**src/rtl/elevator_pkg.sv**
```systemverilog
// elevator_pkg: shared state encodings and floor constants for the elevator controller
package elevator_pkg;
  localparam int N_FLOORS = 3;
  typedef enum logic [1:0] {
    ST_IDLE = 2'd0,
    ST_DOOR = 2'd1,
    ST_MOVE = 2'd2,
    ST_HALT = 2'd3
  } state_e;
  localparam logic [N_FLOORS-1:0] FLOOR1 = 3'b001;
  localparam logic [N_FLOORS-1:0] FLOOR2 = 3'b010;
  localparam logic [N_FLOORS-1:0] FLOOR3 = 3'b100;
endpackage

```
**src/rtl/elevator_if.sv**
```systemverilog
// elevator_if: call/switch inputs and indicator outputs of the elevator controller
interface elevator_if;
  import elevator_pkg::*;
  logic                tick;
  logic [N_FLOORS-1:0] call;
  logic                sos;
  logic                overweight;
  logic [N_FLOORS-1:0] pending;
  logic [N_FLOORS-1:0] floor;
  logic                door_open;
  logic                moving;
  logic                dir_up;
  logic                sos_mode;
  logic                overload;
  modport master (
    output tick, call, sos, overweight,
    input  pending, floor, door_open, moving, dir_up, sos_mode, overload
  );
  modport slave (
    input  tick, call, sos, overweight,
    output pending, floor, door_open, moving, dir_up, sos_mode, overload
  );
endinterface

```
**src/rtl/elevator_target_sel.sv**
```systemverilog
// elevator_target_sel: SCAN direction choice from pending calls and one-hot floor
module elevator_target_sel
  import elevator_pkg::*;
(
  input  logic [N_FLOORS-1:0] pending,
  input  logic [N_FLOORS-1:0] floor,
  input  logic                dir_up,
  output logic                has_ahead,
  output logic                has_any,
  output logic                next_dir
);
  logic [N_FLOORS-1:0] below, above;
  logic                has_behind;
  always_comb begin
    below      = floor - N_FLOORS'(1);
    above      = ~(below | floor);
    has_any    = |pending;
    has_ahead  = |(pending & (dir_up ? above : below));
    has_behind = |(pending & (dir_up ? below : above));
    next_dir   = (!has_ahead && has_behind) ? ~dir_up : dir_up;
  end
endmodule

```
**src/rtl/elevator_scheduler.sv**
```systemverilog
// elevator_scheduler: SCAN call scheduler with door dwell, floor travel and SOS/overweight holds
module elevator_scheduler
  import elevator_pkg::*;
#(
  parameter int DOOR_TICKS   = 3,
  parameter int TRAVEL_TICKS = 2,
  parameter int TICK_CNT_W   = 4
) (
  input  logic      clk,
  input  logic      rst_n,
  elevator_if.slave bus
);
  state_e                state_q, state_d;
  logic [TICK_CNT_W-1:0] timer_q, timer_d, timer_inc;
  logic [N_FLOORS-1:0]   pending_q, pending_d, floor_q, floor_d, call_q;
  logic [N_FLOORS-1:0]   call_edge, pend_in, nf, sel_floor;
  logic                  dir_q, dir_d, door_q, door_d, moving_q, moving_d;
  logic                  sos_q, sos_d, over_q, over_d;
  logic                  cur_edge, has_ahead, has_any, next_dir;

  assign call_edge = bus.call & ~call_q;
  assign pend_in   = pending_q | call_edge;
  assign cur_edge  = |(call_edge & floor_q);
  assign timer_inc = timer_q + TICK_CNT_W'(1);
  assign nf        = dir_q ? (floor_q == FLOOR3 ? floor_q : floor_q << 1)
                           : (floor_q == FLOOR1 ? floor_q : floor_q >> 1);
  assign sel_floor = (state_q == ST_MOVE) ? nf : floor_q;

  elevator_target_sel u_sel (
    .pending   (pending_q),
    .floor     (sel_floor),
    .dir_up    (dir_q),
    .has_ahead (has_ahead),
    .has_any   (has_any),
    .next_dir  (next_dir)
  );

  always_comb begin
    state_d   = state_q;
    timer_d   = timer_q;
    floor_d   = floor_q;
    dir_d     = dir_q;
    pending_d = pend_in;
    case (state_q)
      ST_IDLE: begin
        pending_d = pend_in & ~floor_q;
        if (bus.sos) begin
          state_d   = ST_HALT;
          pending_d = '0;
          timer_d   = '0;
        end else if (cur_edge || |(pending_q & floor_q)) begin
          state_d = ST_DOOR;
          timer_d = '0;
        end else if (has_any) begin
          state_d = ST_MOVE;
          dir_d   = next_dir;
          timer_d = '0;
        end
      end
      ST_DOOR: begin
        pending_d = pend_in & ~floor_q;
        if (bus.sos) begin
          state_d   = ST_HALT;
          pending_d = '0;
          timer_d   = '0;
        end else if (bus.overweight || cur_edge) begin
          timer_d = '0;
        end else if (bus.tick) begin
          timer_d = (timer_inc == TICK_CNT_W'(DOOR_TICKS)) ? '0 : timer_inc;
          state_d = (timer_inc == TICK_CNT_W'(DOOR_TICKS)) ? ST_IDLE : ST_DOOR;
        end
      end
      ST_MOVE: begin
        if (bus.tick) begin
          timer_d = timer_inc;
          if (timer_inc == TICK_CNT_W'(TRAVEL_TICKS)) begin
            timer_d = '0;
            floor_d = nf;
            if (bus.sos) begin
              state_d   = ST_HALT;
              pending_d = '0;
            end else if (|(pend_in & nf)) begin
              state_d   = ST_DOOR;
              pending_d = pend_in & ~nf;
            end else if (!has_ahead) begin
              state_d = ST_IDLE;
            end
          end
        end
      end
      ST_HALT: begin
        pending_d = '0;
        state_d   = bus.sos ? ST_HALT : ST_DOOR;
        timer_d   = '0;
      end
    endcase
    door_d   = (state_d == ST_DOOR) || (state_d == ST_HALT);
    moving_d = (state_d == ST_MOVE);
    sos_d    = (state_d == ST_HALT);
    over_d   = (state_d == ST_DOOR) && bus.overweight;
  end

  always_ff @(posedge clk or negedge rst_n) begin
    if (!rst_n) begin
      state_q   <= ST_IDLE;
      timer_q   <= '0;
      pending_q <= '0;
      floor_q   <= FLOOR1;
      call_q    <= '0;
      dir_q     <= 1'b1;
      door_q    <= 1'b0;
      moving_q  <= 1'b0;
      sos_q     <= 1'b0;
      over_q    <= 1'b0;
    end else begin
      state_q   <= state_d;
      timer_q   <= timer_d;
      pending_q <= pending_d;
      floor_q   <= floor_d;
      call_q    <= bus.call;
      dir_q     <= dir_d;
      door_q    <= door_d;
      moving_q  <= moving_d;
      sos_q     <= sos_d;
      over_q    <= over_d;
    end
  end

  assign bus.pending   = pending_q;
  assign bus.floor     = floor_q;
  assign bus.door_open = door_q;
  assign bus.moving    = moving_q;
  assign bus.dir_up    = dir_q;
  assign bus.sos_mode  = sos_q;
  assign bus.overload  = over_q;
endmodule

```
**src/flat_wrapper.sv**
```systemverilog
// flat-port wrapper written by rule: the top's interface ports become plain ports
module elevator_scheduler_flat import elevator_pkg::*;
#(
  parameter int DOOR_TICKS   = 3,
  parameter int TRAVEL_TICKS = 2,
  parameter int TICK_CNT_W   = 4
)
  (clk, rst_n, bus_tick, bus_call, bus_sos, bus_overweight, bus_pending, bus_floor, bus_door_open, bus_moving, bus_dir_up, bus_sos_mode, bus_overload);
  elevator_if bus_i ();
  input  logic clk;
  input  logic rst_n;
  input wire logic [$bits(bus_i.tick)-1:0] bus_tick;
  input wire logic [$bits(bus_i.call)-1:0] bus_call;
  input wire logic [$bits(bus_i.sos)-1:0] bus_sos;
  input wire logic [$bits(bus_i.overweight)-1:0] bus_overweight;
  output wire logic [$bits(bus_i.pending)-1:0] bus_pending;
  output wire logic [$bits(bus_i.floor)-1:0] bus_floor;
  output wire logic [$bits(bus_i.door_open)-1:0] bus_door_open;
  output wire logic [$bits(bus_i.moving)-1:0] bus_moving;
  output wire logic [$bits(bus_i.dir_up)-1:0] bus_dir_up;
  output wire logic [$bits(bus_i.sos_mode)-1:0] bus_sos_mode;
  output wire logic [$bits(bus_i.overload)-1:0] bus_overload;
  assign bus_i.tick = bus_tick;
  assign bus_i.call = bus_call;
  assign bus_i.sos = bus_sos;
  assign bus_i.overweight = bus_overweight;
  assign bus_pending = bus_i.pending;
  assign bus_floor = bus_i.floor;
  assign bus_door_open = bus_i.door_open;
  assign bus_moving = bus_i.moving;
  assign bus_dir_up = bus_i.dir_up;
  assign bus_sos_mode = bus_i.sos_mode;
  assign bus_overload = bus_i.overload;
  elevator_scheduler #(.DOOR_TICKS(DOOR_TICKS), .TRAVEL_TICKS(TRAVEL_TICKS), .TICK_CNT_W(TICK_CNT_W)) u_core (.clk(clk), .rst_n(rst_n), .bus(bus_i));
endmodule
```
**config.mk**
```make
export PLATFORM = sky130hd
export DESIGN_NAME = elevator_scheduler_flat
export DESIGN_NICKNAME = d
export VERILOG_FILES = /design/src/rtl/elevator_pkg.sv /design/src/rtl/elevator_if.sv /design/src/rtl/elevator_target_sel.sv /design/src/rtl/elevator_scheduler.sv /design/src/flat_wrapper.sv
export SDC_FILE = /design/constraint.sdc
export NUM_CORES = 1
export LEC_CHECK = 0
export CORE_ASPECT_RATIO = 2
export CORE_UTILIZATION = 28
export CTS_CLUSTER_SIZE = 20
export DETAILED_ROUTE_END_ITERATION = 16
export SYNTH_ARGS = -nofsm -noshare
export SYNTH_HDL_FRONTEND = slang
export SYNTH_HIERARCHICAL = 1
export SYNTH_SLANG_ARGS = --single-unit
```
**constraint.sdc**
```tcl
create_clock -name clk -period 3.2 [get_ports clk]
set_clock_uncertainty 0.1 [all_clocks]
set_input_delay 0.96 -clock clk [delete_from_list [all_inputs] [get_ports clk]]
set_output_delay 0.96 -clock clk [all_outputs]
set_load 0.02 [all_outputs]
```
Yosys cells after proc, flatten, opt, wreduce, memory -nomap -nowiden
Cells that the tools add are included.
Storage, ports and cells
  output and inout port bits: 11
  input port bits: 8
  logic and storage cells: 95
  register bits after elaboration: 20
Cells by class
  reduce and logical (&&, ||, !) cells: 17
  add/subtract/negate cells: 2
  equal/unequal tests: 13
  bitwise logic cells: 17
  mux-type cells: 36
Operator list (count)
  $mux W4: 9
  $mux W3: 11
  $and A3 B3 Y3: 8
  $mux W2: 12
  $reduce_or A3 Y1: 6
  $pmux W4 S4: 1
  $not A3 Y3: 4
  $pmux W3 S3: 1
  $eq A2 B2 Y1 const B: 4
  $eq A4 B2 Y1 const B: 2
  $pmux W2 S4: 1
  $or A3 B3 Y3: 2
  $reduce_and A3 Y1: 2
  $reduce_and A5 Y1: 1
  $add A4 B1 Y4 const B: 1
  $eq A2 B1 Y1 const B: 2
  $ne A4 B2 Y1 const B: 1
  $ne A4 B3 Y1 const B: 1
  $eq A3 B1 Y1 const B: 1
  $eq A3 B3 Y1 const B: 1
  $logic_or A1 B1 Y1: 3
  $not A1 Y1: 3
  $sub A3 B1 Y3 const B: 1
  $logic_and A1 B1 Y1: 2
  5 further kinds: 5

Logic depth before layout (Yosys ltp)
  word-level depth: 18
  mapped depth: 17
  depth with buffers taken out: 17

Modules after synthesis
Netlist, hierarchy kept.
By module, submodules not included
  elevator_scheduler: times used 1, area each 1392.6 um2, seq. area each 503.0 um2, cells an instance 147
  elevator_target_sel: times used 1, area each 140.1 um2, seq. area each 0.0 um2, cells an instance 21

Least setup slack after synthesis
Ideal clock, no wire load.
  path type: register to register
  start: register u_core.state_q[0]
  end: register u_core.over_q (netlist: u_core/bus.overload)
  period minus slack after synthesis: 3235 ps
  data required time: 2980 ps
  buffers on the path: 1
  stages on the path, launching flop included: 18
  path slack: -35 ps
  library setup time: 120 ps
  arrival time: 3016 ps
  cell sequence: dfrtp_1 -> inv_1 -> ha_1 -> clkbuf_1 -> nor2_1 -> a21oi_1 -> inv_1 -> ha_1 -> inv_1 -> ha_1 -> and2b_1 -> o22ai_1 -> or3b_1 -> nand2_1 -> nor4bb_1 -> nor3_1 -> o311a_1 -> and3_1
Between the ends
  longest elaborated chain between the ends: 16
  elaborated cells on any way between the ends: 25
  those cells by class: 1 x add/sub; 4 x eq/ne; 14 x mux; 3 x bitwise; 3 x reduce/logical
RTL lines
  from (decl): line elevator_scheduler.sv:13  | state_e state_q, state_d;
  from (signal assigned): line elevator_scheduler.sv:116  | state_q <= state_d;
  $eq A2 B2 Y1 (*): line elevator_scheduler.sv:27  | assign sel_floor = (state_q == ST_MOVE) ? nf : floor_q;
  $mux W3 (*): line elevator_scheduler.sv:27
  via u_core.sel_floor[1]: line elevator_scheduler.sv:16  | logic [N_FLOORS-1:0] call_edge, pend_in, nf, sel_floor;
  $sub A3 B1 Y3: line elevator_target_sel.sv:15  | below = floor - N_FLOORS'(1);
  $or A3 B3 Y3: line elevator_target_sel.sv:16  | above = ~(below | floor);
  $not A3 Y3: line elevator_target_sel.sv:16
  $mux W3 (*): line elevator_target_sel.sv:18  | has_ahead = |(pending & (dir_up ? above : below));
  $and A3 B3 Y3 (*): line elevator_target_sel.sv:18
  [... 1 more ...]
  via u_core.has_ahead: line elevator_scheduler.sv:19  | logic cur_edge, has_ahead, has_any, next_dir;
  [... 1 more ...]
  $mux W2 (*): line elevator_scheduler.sv:82  | end else if (|(pend_in & nf)) begin
  $mux W2 (*): line elevator_scheduler.sv:79  | if (bus.sos) begin
  $mux W2 (*): line elevator_scheduler.sv:76  | if (timer_inc == TICK_CNT_W'(TRAVEL_TICKS)) begin
  $mux W2 (*): line elevator_scheduler.sv:74  | if (bus.tick) begin
  $pmux W2 S4 (*): line elevator_scheduler.sv:44  | case (state_q)
  $eq A2 B1 Y1 (*): line elevator_scheduler.sv:100  | over_d = (state_d == ST_DOOR) && bus.overweight;
  $logic_and A1 B1 Y1 (*): line elevator_scheduler.sv:100
  via u_core.over_d: line elevator_scheduler.sv:18  | logic sos_q, sos_d, over_q, over_d;
  to (signal assigned): line elevator_scheduler.sv:125  | over_q <= over_d;
  to (decl): line elevator_scheduler.sv:18
The timed path passes the listed nets; every way through them passes the cells marked *.
A chain may end at the register's enable or synchronous reset.

Final worst setup path
  start: register u_core.floor_q[0] (netlist: u_core/bus.floor[0])
  end: register u_core.over_q (netlist: u_core/bus.overload)
Between the ends
  longest elaborated chain between the ends: 18
  elaborated cells on any way between the ends: 32
  those cells by class: 1 x add/sub; 3 x eq/ne; 15 x mux; 6 x bitwise; 7 x reduce/logical
RTL lines
  from (decl): line elevator_scheduler.sv:15  | logic [N_FLOORS-1:0] pending_q, pending_d, floor_q, floor_d, call_q;
  from (signal assigned): line elevator_scheduler.sv:119  | floor_q <= floor_d;
  $eq A3 B1 Y1 / $eq A3 B3 Y1 (equally long branches): line elevator_scheduler.sv:26, elevator_scheduler.sv:25
  $mux W3, on equally long branches: line elevator_scheduler.sv:26, elevator_scheduler.sv:25
  $mux W3 (*): line elevator_scheduler.sv:25  | assign nf = dir_q ? (floor_q == FLOOR3 ? floor_q : floor_q << 1)
  $mux W3 (*): line elevator_scheduler.sv:27
  via u_core.sel_floor[2]: line elevator_scheduler.sv:16
  $sub A3 B1 Y3: line elevator_target_sel.sv:15
  $or A3 B3 Y3: line elevator_target_sel.sv:16
  $not A3 Y3: line elevator_target_sel.sv:16
  [... 3 more ...]
  via u_core.has_ahead: line elevator_scheduler.sv:19
  [... 1 more ...]
  $mux W2 (*): line elevator_scheduler.sv:82
  $mux W2 (*): line elevator_scheduler.sv:79
  $mux W2 (*): line elevator_scheduler.sv:76
  $mux W2 (*): line elevator_scheduler.sv:74
  $pmux W2 S4 (*): line elevator_scheduler.sv:44
  $eq A2 B1 Y1 (*): line elevator_scheduler.sv:100
  $logic_and A1 B1 Y1 (*): line elevator_scheduler.sv:100
  via u_core.over_d: line elevator_scheduler.sv:18
Marks and branches as above.

==> run metrics <==
internal power between 0.8 and 0.9 mW; WL/cell 15.8 um; hold_ws 0.434 ns; logic gate share of total power 0.610; Final min period between 3 and 4 ns; Finished Layout Cells 268; CP bufs+invs 2; initial antenna violation count 0; switch share 0.422; Final Max Tran Viols 0; pin count of the biggest net entering global routing 21; Die Y around 110 um; EDFF count, synth 0; Vias/cell between 5 and 6; LEAKAGE 0.895 nW; hold crit path type flop to flop; FF+latch area about 500 um2; final setup violation count 0; Crit Path Class flop to flop; Seq/Total Area, Yosys 0.328; Mapped Avg Cell Area a little over 9 um2; max-cap violations 0; Syn Inst Count 168; Max Buffers Root-to-Sink 2; core area just over 5000 um2; share of cells above drive strength 1 0.243; dpl hpwl between 3000 and 4000 um; I/O Pins 19; DR iter-0 viols 25; TritonCTS Buffers 3; fin worst setup slack 0.0900 ns; outcome completed; final worst-path cycle share 0.972; number of antenna diodes 0; initial core utilization 0.296; Netlist cell types 53; CP Launch Type flop; die width about 54 um; fillers 530; global-route wire length before repair about 6700 um; PD cells 736 nW/um2; Fmax 322 MHz; # H-tree levels 1; DR vias 1425; Total GRT Usage 0.165; Rel. slew slack 0.665; num rows 37; Flop pwr share 0.257; #FFs+latches synth 20; crit-path cells buf_6, nor2b_1, o21a_1, mux2_4, inv_2, ha_2, and2b_1, o22ai_2, or3b_4, nand2_1, nor4bb_1, nor3_1, o311a_1, and3_1; footprint of the multi-input gates between 900 and 1000 um2; dpl ws approximately 0.060 ns; Die Area a little under 6000 um2; Most used DFF post-synth dfrtp_1; Clk pwr share 0.133; Max IR drop VDD ~0.28 mV; Worst-path clk slew about 0.080 ns; DR pass1 iterations 5; slowest CP cell dfstp_2; area of the mapped netlist between 1500 and 2000 um2; CP delay by family, top simple AND/OR/NAND/NOR gates; CP Data Required Time 3.26 ns; Max FO, Critical Path 6; clock latency on the worst-skew pair between 0.2 and 0.3 ns; post-route antenna net violation count 0; Worst path max stage delay roughly 0.55 ns; Hold Fails Final Rpt 0; RePlAce Congestion ~0.85; area grow syn2layout 32.8%; critical path arrival 3.17 ns; Synthesis Warnings 6; placed cells between 200 and 300; Total Wirelength between 4000 and 5000 um; CP Capture Type flop; fin nets between 200 and 250; Root Buffer clkbuf_8; syn nets approximately 190; Fin Setup TNS 0 ns; Post-synth ARST share 1.00; vias in the first global route roughly 1400; pin slew with the least headroom to its limit around 0.5 ns; port bufs 18; CTS sink cnt 20; Total Power roughly 1.5 mW; CTS tree built; Net Sw Power around 0.63 mW; Remaining DRCs 0; gr ovfl total 0
==> layout make-up <==
class / instances / share of cell area
multi-input cells: 131 / 0.489
flip-flops and latches: 20 / 0.247
clock buffers: 4 / 0.0270
inverters: 14 / 0.0258
repair buffers: 41 / 0.175
well taps: 58 / 0.0356
==> placed cells by master (no fill, tap or decap), types with 2 or more instances in the layout <==
cell type        Yosys  final
nand2_1             18     18
o41ai_1              2      2
o21ai_1              1      3
nor2b_1              6      5
clkdlybuf4s50_1      0     18
nor3_1               8      8
ha_1                11      9
o21ai_0             10      8
buf_4                0     22
and3b_1              4      4
inv_1               14     13
a21oi_1              8      8
nor2_1              13     13
o22a_1               2      2
o221ai_1             2      2
o31ai_1              2      2
clkbuf_8             0      4
nand4_1              3      3
nand2b_1             4      4
o211ai_2             2      2
dfrtp_1             18     18
dfstp_2              2      2
or3_1                3      3
==> per-stage QoR <==
step	cell area, um2	utilization
finish	2040	0.393
global route	2040	0.393
CTS	1950	0.376
detailed placement	1890	0.365
global placement	1890	0.365
floorplan	1530	-
==> cells in the mapped netlist (all sizes together), types with 2 or more instances <==
cell / count / area share
o21a: 2 / 0.011
nor2: 13 / 0.032
nor2b: 6 / 0.024
inv: 14 / 0.034
a21boi: 2 / 0.012
o221ai: 2 / 0.011
o211ai: 3 / 0.021
ha: 11 / 0.090
a21oi: 8 / 0.026
mux2: 2 / 0.015
dfstp: 2 / 0.034
o22a: 2 / 0.011
o31ai: 3 / 0.018
a31oi: 2 / 0.018
o41ai: 2 / 0.011
or3b: 2 / 0.011
nor4: 3 / 0.026
and3b: 5 / 0.031
nand2: 18 / 0.044
nand4: 3 / 0.012
nand2b: 4 / 0.016
dfrtp: 18 / 0.29
or3: 3 / 0.012
nor3: 10 / 0.043
and2b: 2 / 0.011
o21ai: 11 / 0.036
buf: 2 / 0.011
==> logic make-up (layout without fill, tap and decap cells) <==
group,count (synthesis),in the layout,synth area share
AOI/OAI and AO/OA,45,45,0.236
and+or+nand+nor,72,72,0.278
muxes,3,3,0.0212
adders and majority gates,11,11,0.0898
buffers and inverters,17,59,0.0473
DFF,20,20,0.328
==> power by group through the flow <==
stage	sequential [mW]	combinational (mW)	clock (mW)
after detailed placement	0.389	0.843	0
after floorplan	0.426	0.505	0
after CTS	0.383	0.848	0.208
final	0.384	0.914	0.199
after global routing	0.395	0.998	0.214
after global placement	0.388	0.840	0
==> sequential cells by signal, summed over array words and instances, names as in the netlist <==
signal,count
u_core/bus.floor,3
u_core/bus.pending,3
u_core/call_q,3
u_core/timer_q,4
u_core/state_q,2
u_core/bus.overload,1
u_core/bus.door_open,1
u_core/bus.moving,1
u_core/bus.dir_up,1
u_core/bus.sos_mode,1
==> repair_timing <==
action | in CTS | in global routing
resized for setup | 0 | 13
hold buffers | 0 | 0
endpoints found under the setup margin | 0 | 3
hold endpoints to repair | 0 | 0
setup buffers | 0 | 6
==> worst register-to-register path: cells and delay by family (launching register included) <==
kind / cells / cell delay (ns)
simple gates: 7 / 0.94
mux: 1 / 0.27
flops: 1 / 0.55
buf+inv: 2 / 0.17
fa+ha+maj: 1 / 0.15
compound gates: 3 / 0.82
==> metal layers <==
metal,vias up,share of wire,track usage,routed length (um)
met5,-,0,0,0
met4,0,0.064,0.132,272
met3,15,0.024,0.0270,104
met2,26,0.59,0.312,2520
met1,689,0.32,0.131,1350
li1,695,-,-,-
==> final timing paths <==
check                                    start                   to  slack (ns)  cells past startpoint
max                        u_core/bus.floor[0]  u_core/bus.overload        0.09                     14
min                          u_core/timer_q[2]    u_core/timer_q[2]        0.43                      1
max reg2reg                u_core/bus.floor[0]  u_core/bus.overload        0.09                     14
min reg2reg                  u_core/timer_q[2]    u_core/timer_q[2]        0.43                      1
max in group asynchronous                rst_n    u_core/bus.dir_up        1.79                      2
min in group asynchronous                rst_n    u_core/timer_q[2]        0.93                      2
No activity file was read; power rests on OpenSTA's default activity.
